===== src/rtl/spi_slave_mlf_pkg.sv =====
// Shared SPI definitions: byte width, mode decode and slave state encoding.
package spi_mlf_pkg;

  localparam int SPI_BYTE_W = 8;

  typedef enum logic {
    S_IDLE   = 1'b0,
    S_ACTIVE = 1'b1
  } slv_state_e;

  // Clock polarity: the idle level of SCLK.
  function automatic logic cpol(input logic [1:0] mode);
    return mode[1];
  endfunction

  // Clock phase: 0 samples on the leading edge, 1 on the trailing edge.
  function automatic logic cpha(input logic [1:0] mode);
    return mode[0];
  endfunction

endpackage


===== src/rtl/spi_slave_mlf_if.sv =====
// User byte handshake plus SPI pins of the slave, bundled for port lists.
interface spi_slave_mlf_if;
  import spi_mlf_pkg::*;

  logic [SPI_BYTE_W-1:0] i_TX_Byte;
  logic                  i_TX_DV;
  logic                  o_TX_Ready;
  logic                  o_RX_DV;
  logic [SPI_BYTE_W-1:0] o_RX_Byte;
  logic                  i_SPI_clk;
  logic                  i_SPI_CS_n;
  logic                  i_SPI_MOSI;
  logic                  o_SPI_MISO;
  logic                  o_SPI_MISO_En;

  modport slave (
    input  i_TX_Byte, i_TX_DV, i_SPI_clk, i_SPI_CS_n, i_SPI_MOSI,
    output o_TX_Ready, o_RX_DV, o_RX_Byte, o_SPI_MISO, o_SPI_MISO_En
  );

  modport master (
    output i_TX_Byte, i_TX_DV, i_SPI_clk, i_SPI_CS_n, i_SPI_MOSI,
    input  o_TX_Ready, o_RX_DV, o_RX_Byte, o_SPI_MISO, o_SPI_MISO_En
  );

endinterface


===== src/rtl/spi_sync_edge.sv =====
// 2-FF synchroniser with a third stage for rise/fall detection.
module spi_sync_edge #(
  parameter logic RST_VAL = 1'b0
) (
  input  logic i_clk,
  input  logic i_rst_n,
  input  logic i_async,
  output logic o_sync,
  output logic o_rise,
  output logic o_fall
);

  logic [2:0] sr_q;

  // Reset to the idle level of the line so release of reset is not an edge.
  always_ff @(posedge i_clk or negedge i_rst_n) begin
    if (!i_rst_n) sr_q <= {3{RST_VAL}};
    else          sr_q <= {sr_q[1:0], i_async};
  end

  assign o_sync = sr_q[1];
  assign o_rise =  sr_q[1] & ~sr_q[2];
  assign o_fall = ~sr_q[1] &  sr_q[2];

endmodule


===== src/rtl/spi_slave_mlf.sv =====
// SPI slave: oversampled SCLK/CS_n/MOSI, byte RX with DV pulse, byte TX on MISO.
module spi_slave_mlf
  import spi_mlf_pkg::*;
#(
  parameter int                    SPI_MODE     = 0,
  parameter logic [SPI_BYTE_W-1:0] IDLE_TX_BYTE = 8'h00
) (
  input logic            i_clk,
  input logic            i_rst_n,
  spi_slave_mlf_if.slave bus
);

  localparam logic CPOL = cpol(2'(SPI_MODE));
  localparam logic CPHA = cpha(2'(SPI_MODE));

  logic sclk_sync, sclk_rise, sclk_fall;
  logic cs_sync, cs_rise, cs_fall;
  logic lead, trail, sample, shift, load;
  logic [1:0] mosi_q;
  logic [SPI_BYTE_W-1:0] ld_byte;

  slv_state_e            state_q, state_d;
  logic [2:0]            cnt_q, cnt_d;
  logic [SPI_BYTE_W-1:0] rx_sr_q, rx_sr_d;
  logic [SPI_BYTE_W-1:0] rx_byte_q, rx_byte_d;
  logic                  rx_dv_q, rx_dv_d;
  logic [SPI_BYTE_W-1:0] tx_sr_q, tx_sr_d;
  logic                  miso_q, miso_d;
  logic                  miso_en_q, miso_en_d;
  logic [SPI_BYTE_W-1:0] hold_q, hold_d;
  logic                  hold_vld_q, hold_vld_d;

  spi_sync_edge #(.RST_VAL(CPOL)) u_sclk (
    .i_clk(i_clk), .i_rst_n(i_rst_n), .i_async(bus.i_SPI_clk),
    .o_sync(sclk_sync), .o_rise(sclk_rise), .o_fall(sclk_fall)
  );

  spi_sync_edge #(.RST_VAL(1'b1)) u_cs (
    .i_clk(i_clk), .i_rst_n(i_rst_n), .i_async(bus.i_SPI_CS_n),
    .o_sync(cs_sync), .o_rise(cs_rise), .o_fall(cs_fall)
  );

  // MOSI only needs the plain 2-FF; it shares the SCLK synchroniser latency.
  always_ff @(posedge i_clk or negedge i_rst_n) begin
    if (!i_rst_n) mosi_q <= '0;
    else          mosi_q <= {mosi_q[0], bus.i_SPI_MOSI};
  end

  // Leading edge leaves the idle level, trailing edge returns to it.
  assign lead   = (sclk_rise | sclk_fall) & (sclk_sync != CPOL);
  assign trail  = (sclk_rise | sclk_fall) & (sclk_sync == CPOL);
  assign sample = CPHA ? trail : lead;
  assign shift  = CPHA ? lead  : trail;

  // Next state: framing, bit counting, shift registers and TX holding register.
  always_comb begin
    state_d    = state_q;
    cnt_d      = cnt_q;
    rx_sr_d    = rx_sr_q;
    rx_byte_d  = rx_byte_q;
    rx_dv_d    = 1'b0;
    tx_sr_d    = tx_sr_q;
    miso_d     = miso_q;
    miso_en_d  = ~cs_sync;
    hold_d     = hold_q;
    hold_vld_d = hold_vld_q;
    load       = 1'b0;
    ld_byte    = hold_vld_q ? hold_q : IDLE_TX_BYTE;

    case (state_q)
      S_IDLE: begin
        if (cs_fall) begin
          state_d = S_ACTIVE;
          load    = 1'b1;
        end
      end
      S_ACTIVE: begin
        if (cs_rise) begin
          // Partial RX byte is dropped; pending TX byte stays in the holding reg.
          state_d = S_IDLE;
          cnt_d   = '0;
        end else begin
          if (sample) begin
            rx_sr_d = {rx_sr_q[SPI_BYTE_W-2:0], mosi_q[1]};
            cnt_d   = cnt_q + 3'd1;
            if (cnt_q == 3'd7) begin
              rx_byte_d = rx_sr_d;
              rx_dv_d   = 1'b1;
              if (CPHA) load = 1'b1;
            end
          end
          if (shift) begin
            if (CPHA) begin
              miso_d  = tx_sr_q[SPI_BYTE_W-1];
              tx_sr_d = tx_sr_q << 1;
            end else if (cnt_q == 3'd0) begin
              // 8th trailing edge after the wrap: byte boundary.
              load = 1'b1;
            end else begin
              miso_d  = tx_sr_q[SPI_BYTE_W-2];
              tx_sr_d = tx_sr_q << 1;
            end
          end
        end
      end
      default: state_d = S_IDLE;
    endcase

    if (load) begin
      tx_sr_d    = ld_byte;
      cnt_d      = '0;
      hold_vld_d = 1'b0;
      if (!CPHA) miso_d = ld_byte[SPI_BYTE_W-1];
    end

    // Accept against the pre-load ready, so a same-cycle strobe feeds the next boundary.
    if (bus.i_TX_DV && !hold_vld_q) begin
      hold_d     = bus.i_TX_Byte;
      hold_vld_d = 1'b1;
    end
  end

  // State register.
  always_ff @(posedge i_clk or negedge i_rst_n) begin
    if (!i_rst_n) begin
      state_q    <= S_IDLE;
      cnt_q      <= '0;
      rx_sr_q    <= '0;
      rx_byte_q  <= '0;
      rx_dv_q    <= 1'b0;
      tx_sr_q    <= '0;
      miso_q     <= 1'b0;
      miso_en_q  <= 1'b0;
      hold_q     <= '0;
      hold_vld_q <= 1'b0;
    end else begin
      state_q    <= state_d;
      cnt_q      <= cnt_d;
      rx_sr_q    <= rx_sr_d;
      rx_byte_q  <= rx_byte_d;
      rx_dv_q    <= rx_dv_d;
      tx_sr_q    <= tx_sr_d;
      miso_q     <= miso_d;
      miso_en_q  <= miso_en_d;
      hold_q     <= hold_d;
      hold_vld_q <= hold_vld_d;
    end
  end

  assign bus.o_TX_Ready    = ~hold_vld_q;
  assign bus.o_RX_DV       = rx_dv_q;
  assign bus.o_RX_Byte     = rx_byte_q;
  assign bus.o_SPI_MISO    = miso_q;
  assign bus.o_SPI_MISO_En = miso_en_q;

endmodule


===== src/flat_wrapper.sv =====
// flat-port wrapper written by rule: the top's interface ports become plain ports
module spi_slave_mlf_flat import spi_mlf_pkg::*;
#(
  parameter int                    SPI_MODE     = 0,
  parameter logic [SPI_BYTE_W-1:0] IDLE_TX_BYTE = 8'h00
)
  (i_clk, i_rst_n, bus_i_TX_Byte, bus_i_TX_DV, bus_i_SPI_clk, bus_i_SPI_CS_n, bus_i_SPI_MOSI, bus_o_TX_Ready, bus_o_RX_DV, bus_o_RX_Byte, bus_o_SPI_MISO, bus_o_SPI_MISO_En);
  spi_slave_mlf_if bus_i ();
  input logic i_clk;
  input logic i_rst_n;
  input wire logic [$bits(bus_i.i_TX_Byte)-1:0] bus_i_TX_Byte;
  input wire logic [$bits(bus_i.i_TX_DV)-1:0] bus_i_TX_DV;
  input wire logic [$bits(bus_i.i_SPI_clk)-1:0] bus_i_SPI_clk;
  input wire logic [$bits(bus_i.i_SPI_CS_n)-1:0] bus_i_SPI_CS_n;
  input wire logic [$bits(bus_i.i_SPI_MOSI)-1:0] bus_i_SPI_MOSI;
  output wire logic [$bits(bus_i.o_TX_Ready)-1:0] bus_o_TX_Ready;
  output wire logic [$bits(bus_i.o_RX_DV)-1:0] bus_o_RX_DV;
  output wire logic [$bits(bus_i.o_RX_Byte)-1:0] bus_o_RX_Byte;
  output wire logic [$bits(bus_i.o_SPI_MISO)-1:0] bus_o_SPI_MISO;
  output wire logic [$bits(bus_i.o_SPI_MISO_En)-1:0] bus_o_SPI_MISO_En;
  assign bus_i.i_TX_Byte = bus_i_TX_Byte;
  assign bus_i.i_TX_DV = bus_i_TX_DV;
  assign bus_i.i_SPI_clk = bus_i_SPI_clk;
  assign bus_i.i_SPI_CS_n = bus_i_SPI_CS_n;
  assign bus_i.i_SPI_MOSI = bus_i_SPI_MOSI;
  assign bus_o_TX_Ready = bus_i.o_TX_Ready;
  assign bus_o_RX_DV = bus_i.o_RX_DV;
  assign bus_o_RX_Byte = bus_i.o_RX_Byte;
  assign bus_o_SPI_MISO = bus_i.o_SPI_MISO;
  assign bus_o_SPI_MISO_En = bus_i.o_SPI_MISO_En;
  spi_slave_mlf #(.SPI_MODE(SPI_MODE), .IDLE_TX_BYTE(IDLE_TX_BYTE)) u_core (.i_clk(i_clk), .i_rst_n(i_rst_n), .bus(bus_i));
endmodule

===== config.mk =====
export PLATFORM = sky130hd
export DESIGN_NAME = spi_slave_mlf_flat
export DESIGN_NICKNAME = d
export VERILOG_FILES = /design/src/rtl/spi_slave_mlf_pkg.sv /design/src/rtl/spi_slave_mlf_if.sv /design/src/rtl/spi_sync_edge.sv /design/src/rtl/spi_slave_mlf.sv /design/src/flat_wrapper.sv
export SDC_FILE = /design/constraint.sdc
export NUM_CORES = 1
export LEC_CHECK = 0
export BUFFER_PORTS_ARGS = -buffer_cell sky130_fd_sc_hd__buf_2
export CAP_MARGIN = 25
export CORE_UTILIZATION = 56
export CTS_CLUSTER_SIZE = 8
export DETAILED_ROUTE_END_ITERATION = 8
export GPL_TIMING_DRIVEN = 0
export PLACE_DENSITY = 0.8
export SLEW_MARGIN = 40
export SYNTH_ARGS = -nofsm -noshare
export SYNTH_HDL_FRONTEND = slang
export SYNTH_SLANG_ARGS = --single-unit

===== constraint.sdc =====
create_clock -name i_clk -period 2.4 [get_ports i_clk]
set_clock_uncertainty 0.05 [all_clocks]
set_input_delay 0.48 -clock i_clk [delete_from_list [all_inputs] [get_ports i_clk]]
set_output_delay 0.48 -clock i_clk [all_outputs]
set_load 0.05 [all_outputs]

# ---- Word-level counts from Yosys, hierarchy flattened
# Cells that the tools add are included.
# W data, S select, Z words.
dict set report op_classes {
  muxes 28
  order_cmp 0
  n_mul 0
  n_addsub 1
  bitwise_logic 14
  shifts 0
  div_mod_pow 0
  reduce_logical 11
  eq_ne 3
}
# cell n
set ops {}
lappend ops {{$mux W7} 5}
lappend ops {{$mux W1} 16}
lappend ops {{$mux W3} 4}
lappend ops {{$mux W8} 1}
lappend ops {{$reduce_and A4 Y1} 2}
lappend ops {{$not A1 Y1} 7}
lappend ops {{$and A1 B1 Y1} 6}
lappend ops {{$reduce_bool A2 Y1} 3}
lappend ops {{$pmux W1 S2} 2}
lappend ops {{$add A3 B1 Y3 const B} 1}
lappend ops {{$eq A3 B3 Y1 const B} 1}
lappend ops {{$logic_not A3 Y1} 1}
lappend ops {{$reduce_and A3 Y1} 1}
lappend ops {{$reduce_bool A3 Y1} 1}
lappend ops {{$ne A2 B1 Y1 const B} 1}
lappend ops {{$ne A2 B2 Y1 const B} 1}
lappend ops {{$reduce_and A2 Y1} 1}
lappend ops {{$logic_and A1 B1 Y1} 1}
lappend ops {{$logic_not A1 Y1} 1}
lappend ops {{$or A1 B1 Y1} 1}
dict set report word_totals {
  latch_bits 0
  elab_cells 70
  input_bits 14
  mem_bits_ro 0
  reg_bits 46
  mem_count 0
  out_inout_bits 12
  ram_bits 0
}

# ---- Longest topological paths before layout
# Gate-level depths: netlist of the first run.
dict set report logic_depth {
  depth_word 9
  depth_mapped 6
  depth_no_buf 6
}

# ---- By module
# From an unflattened synthesis of the first run, not the netlist that was laid out.
dict set report hier_totals {
  cells_unflattened 131
  hier_area_um2 1841.8
}
# module cells_per_inst area_each_um2 n_inst seq_area_each_um2
set modules_own_cells {}
lappend modules_own_cells {spi_slave_mlf 121 1657.8 1 1001.0}
lappend modules_own_cells {{spi_sync_edge (u_core.u_cs)} 5 93.8 1 78.8}
lappend modules_own_cells {{spi_sync_edge (u_core.u_sclk)} 5 90.1 1 75.1}

# ---- Worst setup path before layout of the first run
# OpenSTA, ideal clock, no wires.
dict set report synth_timing {
  kind {register to register}
  from {register u_core.cnt_q[0]}
  to {register u_core.miso_q, in the netlist u_core.bus.o_SPI_MISO}
  setup_slack_ns 0.663
  stages_incl_launch_ff 7
  n_path_buf 0
  setup_ns 0.126
  period_less_slack_ns 1.737
  required_ns 2.224
  arrival_time_ns 1.561
  path_cell_list {dfrtp_1 -> inv_1 -> ha_1 -> nand4bb_4 -> a211oi_4 -> mux2i_1 -> a21oi_2}
}
dict set report synth_via {
  elab_chain_cells 7
  word_cells_on_any_way 11
  classes_between {2 x eq/ne; 5 x mux; 4 x reduce/logical}
}
# element line_no
set synth_lines {}
lappend synth_lines {{start: declaration} spi_slave_mlf.sv:23} ;# logic [2:0] cnt_q, cnt_d;
lappend synth_lines {{start signal: assignment} spi_slave_mlf.sv:138} ;# cnt_q <= cnt_d;
lappend synth_lines {{$logic_not A3 Y1 *} spi_slave_mlf.sv:96} ;# end else if (cnt_q == 3'd0) begin
lappend synth_lines {{$mux W1} spi_slave_mlf.sv:96}
lappend synth_lines {{$mux W1} spi_slave_mlf.sv:92} ;# if (shift) begin
lappend synth_lines {{$mux W1} spi_slave_mlf.sv:78} ;# if (cs_rise) begin
lappend synth_lines {{$pmux W1 S2} spi_slave_mlf.sv:70} ;# case (state_q)
lappend synth_lines {{$ne A2 B2 Y1 (no source line) (tied with other cells)} --}
lappend synth_lines {{$reduce_and A4 Y1 (no source line)} --}
lappend synth_lines {{end signal: assignment} spi_slave_mlf.sv:143} ;# miso_q <= miso_d;
lappend synth_lines {{end: declaration} spi_slave_mlf.sv:28} ;# logic miso_q, miso_d;
# Every way passes the cells marked *; elsewhere a longest branch is shown, timed or not.
# A chain may end at the register's enable or synchronous reset.

# ---- Worst setup path after layout of the first run
dict set report layout_timing {
  from {register u_core.cnt_q[0]}
  to {register u_core.tx_sr_q[4]}
}
dict set report layout_via {
  elab_chain_cells 7
  word_cells_on_any_way 11
  classes_between {2 x eq/ne; 5 x mux; 4 x reduce/logical}
}
# element line_no
set layout_lines {}
lappend layout_lines {{$logic_not A3 Y1 *} spi_slave_mlf.sv:96}
lappend layout_lines {{$mux W1} spi_slave_mlf.sv:96}
lappend layout_lines {{$mux W1} spi_slave_mlf.sv:92}
lappend layout_lines {{$mux W1} spi_slave_mlf.sv:78}
lappend layout_lines {{$pmux W1 S2} spi_slave_mlf.sv:70}
lappend layout_lines {{$ne A2 B2 Y1 (no source line) (tied with other cells)} --}
lappend layout_lines {{$reduce_and A4 Y1 (no source line)} --}
lappend layout_lines {{end signal: assignment} spi_slave_mlf.sv:142} ;# tx_sr_q <= tx_sr_d;
lappend layout_lines {{end: declaration} spi_slave_mlf.sv:27} ;# logic [SPI_BYTE_W-1:0] tx_sr_q, tx_sr_d;
# Marks and branches as above.

==> flow_summary.json, run 1 <==
{
  "finalWirelength_mm": 2.80,
  "tns_ns": 0,
  "synth_edf_count": 0,
  "finalNetCount": 186,
  "cts_sinks": 46,
  "ys.flop_type": "dfrtp_1",
  "detail_route.first_pass.iterations": 4,
  "place_congestion": 0.789,
  "io_buffers": 25,
  "stdcell_area_um2": 2160,
  "reg2reg_depth": 6,
  "grt_pass1_vias": 1149,
  "worstHoldPathType": "in2async",
  "synth.avg_cell_area_um2": 14.0,
  "clk_latency_ns": 0.35,
  "routedWlPerCell_um": 13.1,
  "synth_compound_area_share_pct": 7.05,
  "grt_antenna_before_repair": 0,
  "synth-xor-area-share_pct": 0,
  "fin_crit_ns": 1.94,
  "r2r_setup_slack_ns": 0.46,
  "ir_drop_mv": 0.576,
  "ant_nets": 0,
  "rsz0062_at_grt": "no",
  "grt_max_degree": 47,
  "arrival_ns": 2.14,
  "grt_use_total_pct": 19.4,
  "n_antenna_cell": 0,
  "syn-num-nets": 154,
  "post-cts-setup-buffers": 0,
  "finalHoldViolCount": 0,
  "end_kind": "flop",
  "grt_overflow": 0,
  "reg2reg_from": "u_core.cnt_q[0]",
  "n_fill_cell": 245,
  "initial_core_util_pct": 60.8,
  "path_clk_slew_ns": 0.13,
  "crit_chain": "inv_1, ha_1, nand4bb_4, a211oi_4, mux2i_1, a21oi_2",
  "cts.path.max_buffers": 2,
  "drv_cap": 0,
  "final_common_cell": "dfrtp_1",
  "dieArea_um2": 3660,
  "syn_inst": 137,
  "layout_common_cells": "43 x dfrtp_1, 26 x buf_2, 23 x mux2_2",
  "cp-start-kind": "flop",
  "final.period_utilization_pct": 80.7,
  "layout-drive-gt1-share_pct": 45.3,
  "finalSetupViolations": 0,
  "synthSimpleGateAreaFrac_pct": 10.6,
  "yosysSeqAreaShare_pct": 60.2,
  "ys_types": 32,
  "io_pins": 26,
  "crit_fanout": 10,
  "netlist_area_um2": 1920,
  "synth_seq_cells": 46,
  "synthTopCellsByArea": "dfrtp_1 56%, mux2_2 14%, mux2i_1 4.2%",
  "crit_path_max_incr_delay_ns": 0.57,
  "synth_top_family_by_area": "multiplexers",
  "p_per_area_nw_per_um2": 935,
  "status": "complete, no violations",
  "cp_slowest_cell": "a211oi_4",
  "chipWidth_um": 60.5,
  "async_flop_share_pct": 100,
  "place_area_um2": 2100,
  "cts-hold-fix-buffers": 0,
  "routed_via_density": 5.16,
  "setup.worst_path.start": "u_core.cnt_q[0]",
  "ys_warn_count": 0,
  "clock.fmax_mhz": 517,
  "drc": 0,
  "synth.top_cell.area_share_pct": 56.1,
  "worstPathRequired_ns": 2.60,
  "total_leakage_power_nw": 1.05,
  "cts-htree-levels": 2,
  "dp_hpwl_mm": 2.03,
  "cts_tree": "yes",
  "vias": 1104,
  "cts_made_buffers": 5,
  "synth_top_area_cell": "dfrtp_1",
  "crit_end": "u_core.tx_sr_q[4]",
  "path_class": "reg2reg",
  "tightest_slew_ns": 0.584,
  "synthAdderAreaFrac_pct": 1.96,
  "grt_pass1_wl_mm": 5.00,
  "cts_root_buffer": "clkbuf_4",
  "relSlewSlack_pct": 60.9,
  "timing.final.max_slew_violations": 0,
  "areaGrowthSynthToFinish_pct": 12.9,
  "rows": 20,
  "muxShareOfSynthArea_pct": 17.7,
  "cts_resized": 0,
  "die_h_um": 60.5,
  "drt_iter0_markers": 32,
  "reg2reg_to": "u_core.tx_sr_q[4]",
  "core_um2": 3150
}
[cells in the mapped netlist (2+ instances only)]
cell type,instances
and2_1,6
inv_1,7
nor2b_1,2
mux2_2,23
a21oi_2,6
mux2i_1,8
dfrtp_1,43
nand3_1,2
ha_1,3
nor2_1,8
buf_2,2
nand2b_1,2
dfstp_2,3
nand2_1,3
o21ai_0,2
[state kept, by name, indices dropped and copies added, names as in the netlist]
name                      count
u_core.bus.o_RX_Byte          8
u_core.hold_q                 8
u_core.rx_sr_q                7
u_core.tx_sr_q                7
u_core.cnt_q                  3
u_core.u_cs.sr_q              3
u_core.u_sclk.sr_q            3
u_core.mosi_q                 2
u_core.bus.o_RX_DV            1
u_core.bus.o_SPI_MISO         1
u_core.bus.o_SPI_MISO_En      1
u_core.hold_vld_q             1
u_core.state_q                1
[cell families after synthesis]
family / count (synthesis)
compound gates: 15
fa+ha+maj: 3
buf+inv: 11
flops: 46
mux: 31
simple gates: 31
[layer usage]
metal  share of wire [%]  track usage, %  vias to the layer above
li1                    -               -                      533
met1                  42            22.2                      543
met2                  52            33.0                       21
met3                 4.0            6.40                        7
met4                 2.0            8.77                        0
met5                   0               0                        -
[critical path: cells and delay by family, from the launching register on]
family / cells / cell delay [ns]
compound gates: 2 / 0.65
fa+ha+maj: 1 / 0.22
buf+inv: 1 / 0.09
flops: 1 / 0.40
mux: 1 / 0.29
simple gates: 1 / 0.13
[final cells by class]
| cell class | instances | area (um2) | area share [%] |
|---|---|---|---|
| buffer | 4 | 21.3 | 0.983 |
| sequential | 46 | 1150 | 53.4 |
| clock inverter | 2 | 12.5 | 0.578 |
| clock buffer | 6 | 51.3 | 2.37 |
| multi-input combinational | 80 | 714 | 33.0 |
| inverter | 7 | 26.3 | 1.21 |
| timing repair buffer | 25 | 128 | 5.90 |
| tap | 44 | 55.1 | 2.54 |
[metrics by stage]
step	power, mW	hold WS [ns]	util, %	std cells	setup WS, ns
final	2.02	0.0468	68.6	214	0.464
after global routing	2.17	0.0521	68.6	214	0.348
after CTS	2.06	0.0553	68.6	214	0.439
after global placement	1.63	0.283	66.5	206	0.508
after detailed placement	1.68	0.293	66.6	206	0.444
after floorplan	1.53	0.134	-	137	0.663
[power breakdown]
part	switching (mW)	internal (mW)	total, mW
logic	0.274	0.262	0.535
registers	0.133	0.980	1.11
clock network	0.233	0.141	0.374
total	0.640	1.38	2.02
[worst min-delay path by stage]
stage / cells past startpoint / to / start / slack [ns]
after detailed placement: 0 / u_core.u_sclk.sr_q[1] / u_core.u_sclk.sr_q[0] / 0.29
after floorplan: 0 / u_core.bus.o_RX_Byte[0] / i_rst_n / 0.13
after CTS: 1 / u_core.bus.o_RX_Byte[3] / i_rst_n / 0.06
after global placement: 0 / u_core.u_sclk.sr_q[1] / u_core.u_sclk.sr_q[0] / 0.28
final: 1 / u_core.bus.o_RX_Byte[0] / i_rst_n / 0.05
after global routing: 1 / u_core.bus.o_RX_Byte[3] / i_rst_n / 0.05
No activity file was read; power rests on OpenSTA's default activity.
==> run 2, diff against run 1 <==
==> constraint.sdc (replaced) <==
create_clock -name i_clk -period 2 [get_ports i_clk]
set_clock_uncertainty 0.05 [all_clocks]
set_input_delay 0.4 -clock i_clk [delete_from_list [all_inputs] [get_ports i_clk]]
set_output_delay 0.4 -clock i_clk [all_outputs]
set_load 0.05 [all_outputs]
==> run 2 against run 1 <==
Compared with the run above:
- global-route usage rose by 0.18 points
- combinational power rose by 23%
- cell count rose by 0.93%
- critical path type unchanged
==> flow_summary.json, run 2 (synthesized netlist as in run 1, its figures left out) <==
{
  "reg2reg_from": "u_core.u_cs.sr_q[1]",
  "path_clk_slew_ns": 0.12,
  "hold_ws_ns": 0.0814,
  "final.period_utilization_pct": 90.0,
  "comb_power_share_pct": 26.8,
  "arrival_ns": 2.00,
  "grt_antenna_before_repair": 0,
  "cts_sinks": 46,
  "drv_cap": 0,
  "crit_fanout": 9,
  "worstHoldPathType": "in2reg",
  "areaGrowthSynthToFinish_pct": 14.4,
  "clk_latency_ns": 0.36,
  "clock_power_share_pct": 18.7,
  "timing.final.max_slew_violations": 0,
  "crit_path_max_incr_delay_ns": 0.58,
  "cts.path.max_buffers": 2,
  "cts_made_buffers": 5,
  "regArea_um2": 1150,
  "dp_hpwl_mm": 2.03,
  "hp-start": "bus_i_SPI_CS_n",
  "power.switching_mw": 0.784,
  "final_common_cell": "dfrtp_1",
  "finalNetCount": 188,
  "relSlewSlack_pct": 62.9,
  "cts-htree-levels": 2,
  "finalWirelength_mm": 2.89,
  "tns_ns": 0,
  "io_buffers": 25,
  "grt_max_degree": 47,
  "io_pins": 26,
  "die_h_um": 60.5,
  "ir_drop_mv": 0.693,
  "worstPathRequired_ns": 2.20,
  "n_fill_cell": 242,
  "rows": 20,
  "drc": 0,
  "finalSetupViolations": 0,
  "grt_overflow": 0,
  "reg2reg_depth": 5,
  "detail_route.first_pass.iterations": 4,
  "grt_use_total_pct": 19.5,
  "ant_nets": 0,
  "dieArea_um2": 3660,
  "cts_resized": 0,
  "cp-start-kind": "flop",
  "grt_pass1_wl_mm": 5.04,
  "rsz0062_at_grt": "no",
  "place_congestion": 0.789,
  "p_seq_share_pct": 54.5,
  "multi_input_area_um2": 714,
  "layout_common_cells": "43 x dfrtp_1, 26 x buf_2, 23 x mux2_2",
  "p_int_mw": 1.67,
  "drt_iter0_markers": 35,
  "vias": 1107,
  "fin_crit_ns": 1.80,
  "n_antenna_cell": 0,
  "clock.fmax_mhz": 556,
  "routedWlPerCell_um": 13.4,
  "total_leakage_power_nw": 1.06,
  "path_class": "reg2reg",
  "routed_via_density": 5.13,
  "layout-drive-gt1-share_pct": 45.3,
  "grt_pass1_vias": 1167,
  "chipWidth_um": 60.5,
  "r2r_setup_slack_ns": 0.20,
  "finalHoldViolCount": 0,
  "cp_slowest_cell": "dfstp_2",
  "core_um2": 3150,
  "cts_tree": "yes",
  "holdPathStages": 1,
  "tightest_slew_ns": 0.556,
  "status": "complete, no violations",
  "end_kind": "flop",
  "p_per_area_nw_per_um2": 1120,
  "cts_root_buffer": "clkbuf_4",
  "reg2reg_to": "u_core.bus.o_RX_Byte[7]",
  "initial_core_util_pct": 60.8,
  "crit_chain": "nor2b_1, and3b_1, buf_2, nand2_4, mux2_2",
  "sw_frac_of_total_pct": 31.9,
  "hold_end": "u_core.u_cs.sr_q[0]"
}
==> run 2: cell type report <==
type,count,share of cell area [%]
multi-input cells,80,32.6
clock buffers,6,2.34
well taps,44,2.51
repair buffers,27,7.19
flip-flops and latches,46,52.7
inverters,7,1.20
plain buffers,4,0.970
clock inverters,2,0.570
==> run 2: routing by layer <==
layer | wire length [um] | track usage (%) | part of all wire (%) | vias to the layer above
met5 | 0 | 0 | 0 | -
met4 | 55 | 8.77 | 1.9 | 0
met3 | 108 | 6.40 | 3.7 | 7
met2 | 1490 | 34.1 | 51 | 21
met1 | 1240 | 21.8 | 43 | 542
li1 | - | - | - | 537
==> run 2: critical path: cells and delay by family, from the launching register on <==
| kind | cells | cell delay (ns) |
|---|---|---|
| buffers and inverters | 1 | 0.19 |
| flip-flops | 1 | 0.58 |
| AND/OR/NAND/NOR | 3 | 0.53 |
| multiplexers | 1 | 0.34 |
==> run 2: power by group through the flow <==
stage / registers, mW / clock network [mW] / logic, mW
3_3_place_gp: 1.33 / 0 / 0.621
5_1_grt: 1.38 / 0.518 / 0.724
3_5_place_dp: 1.36 / 0 / 0.654
2_1_floorplan: 1.34 / 0 / 0.492
6_report: 1.34 / 0.460 / 0.658
4_1_cts: 1.34 / 0.476 / 0.656
==> run 2: per-stage QoR <==
step	utilization (%)	instances	total power [mW]	cell area, um2	setup WS (ns)
after floorplan	-	137	1.83	1920	0.263
after global placement	66.5	206	1.95	2100	0.108
after detailed placement	66.6	206	2.01	2100	0.0438
after CTS	68.9	215	2.47	2170	0.0386
after global routing	69.6	216	2.62	2190	0.0895
final	69.6	216	2.46	2190	0.201
==> run 2: repair_timing <==
| item | CTS | global route |
|---|---|---|
| hold endpoints to repair | 43 | 0 |
| endpoints found under the setup margin | 0 | 7 |
| setup buffers | 0 | 1 |
| hold buffers | 1 | 0 |
==> run 2: how the worst max path moves through the flow <==
stage / start / to / slack (ns) / cells after the start
2_1_floorplan: u_core.cnt_q[0] / u_core.bus.o_SPI_MISO / 0.26 / 6
3_3_place_gp: u_core.cnt_q[0] / u_core.tx_sr_q[4] / 0.11 / 6
3_5_place_dp: u_core.cnt_q[0] / u_core.tx_sr_q[4] / 0.04 / 6
4_1_cts: u_core.cnt_q[0] / u_core.tx_sr_q[4] / 0.04 / 6
5_1_grt: u_core.u_cs.sr_q[1] / u_core.bus.o_RX_Byte[7] / 0.09 / 5
6_report: u_core.u_cs.sr_q[1] / u_core.bus.o_RX_Byte[7] / 0.20 / 5
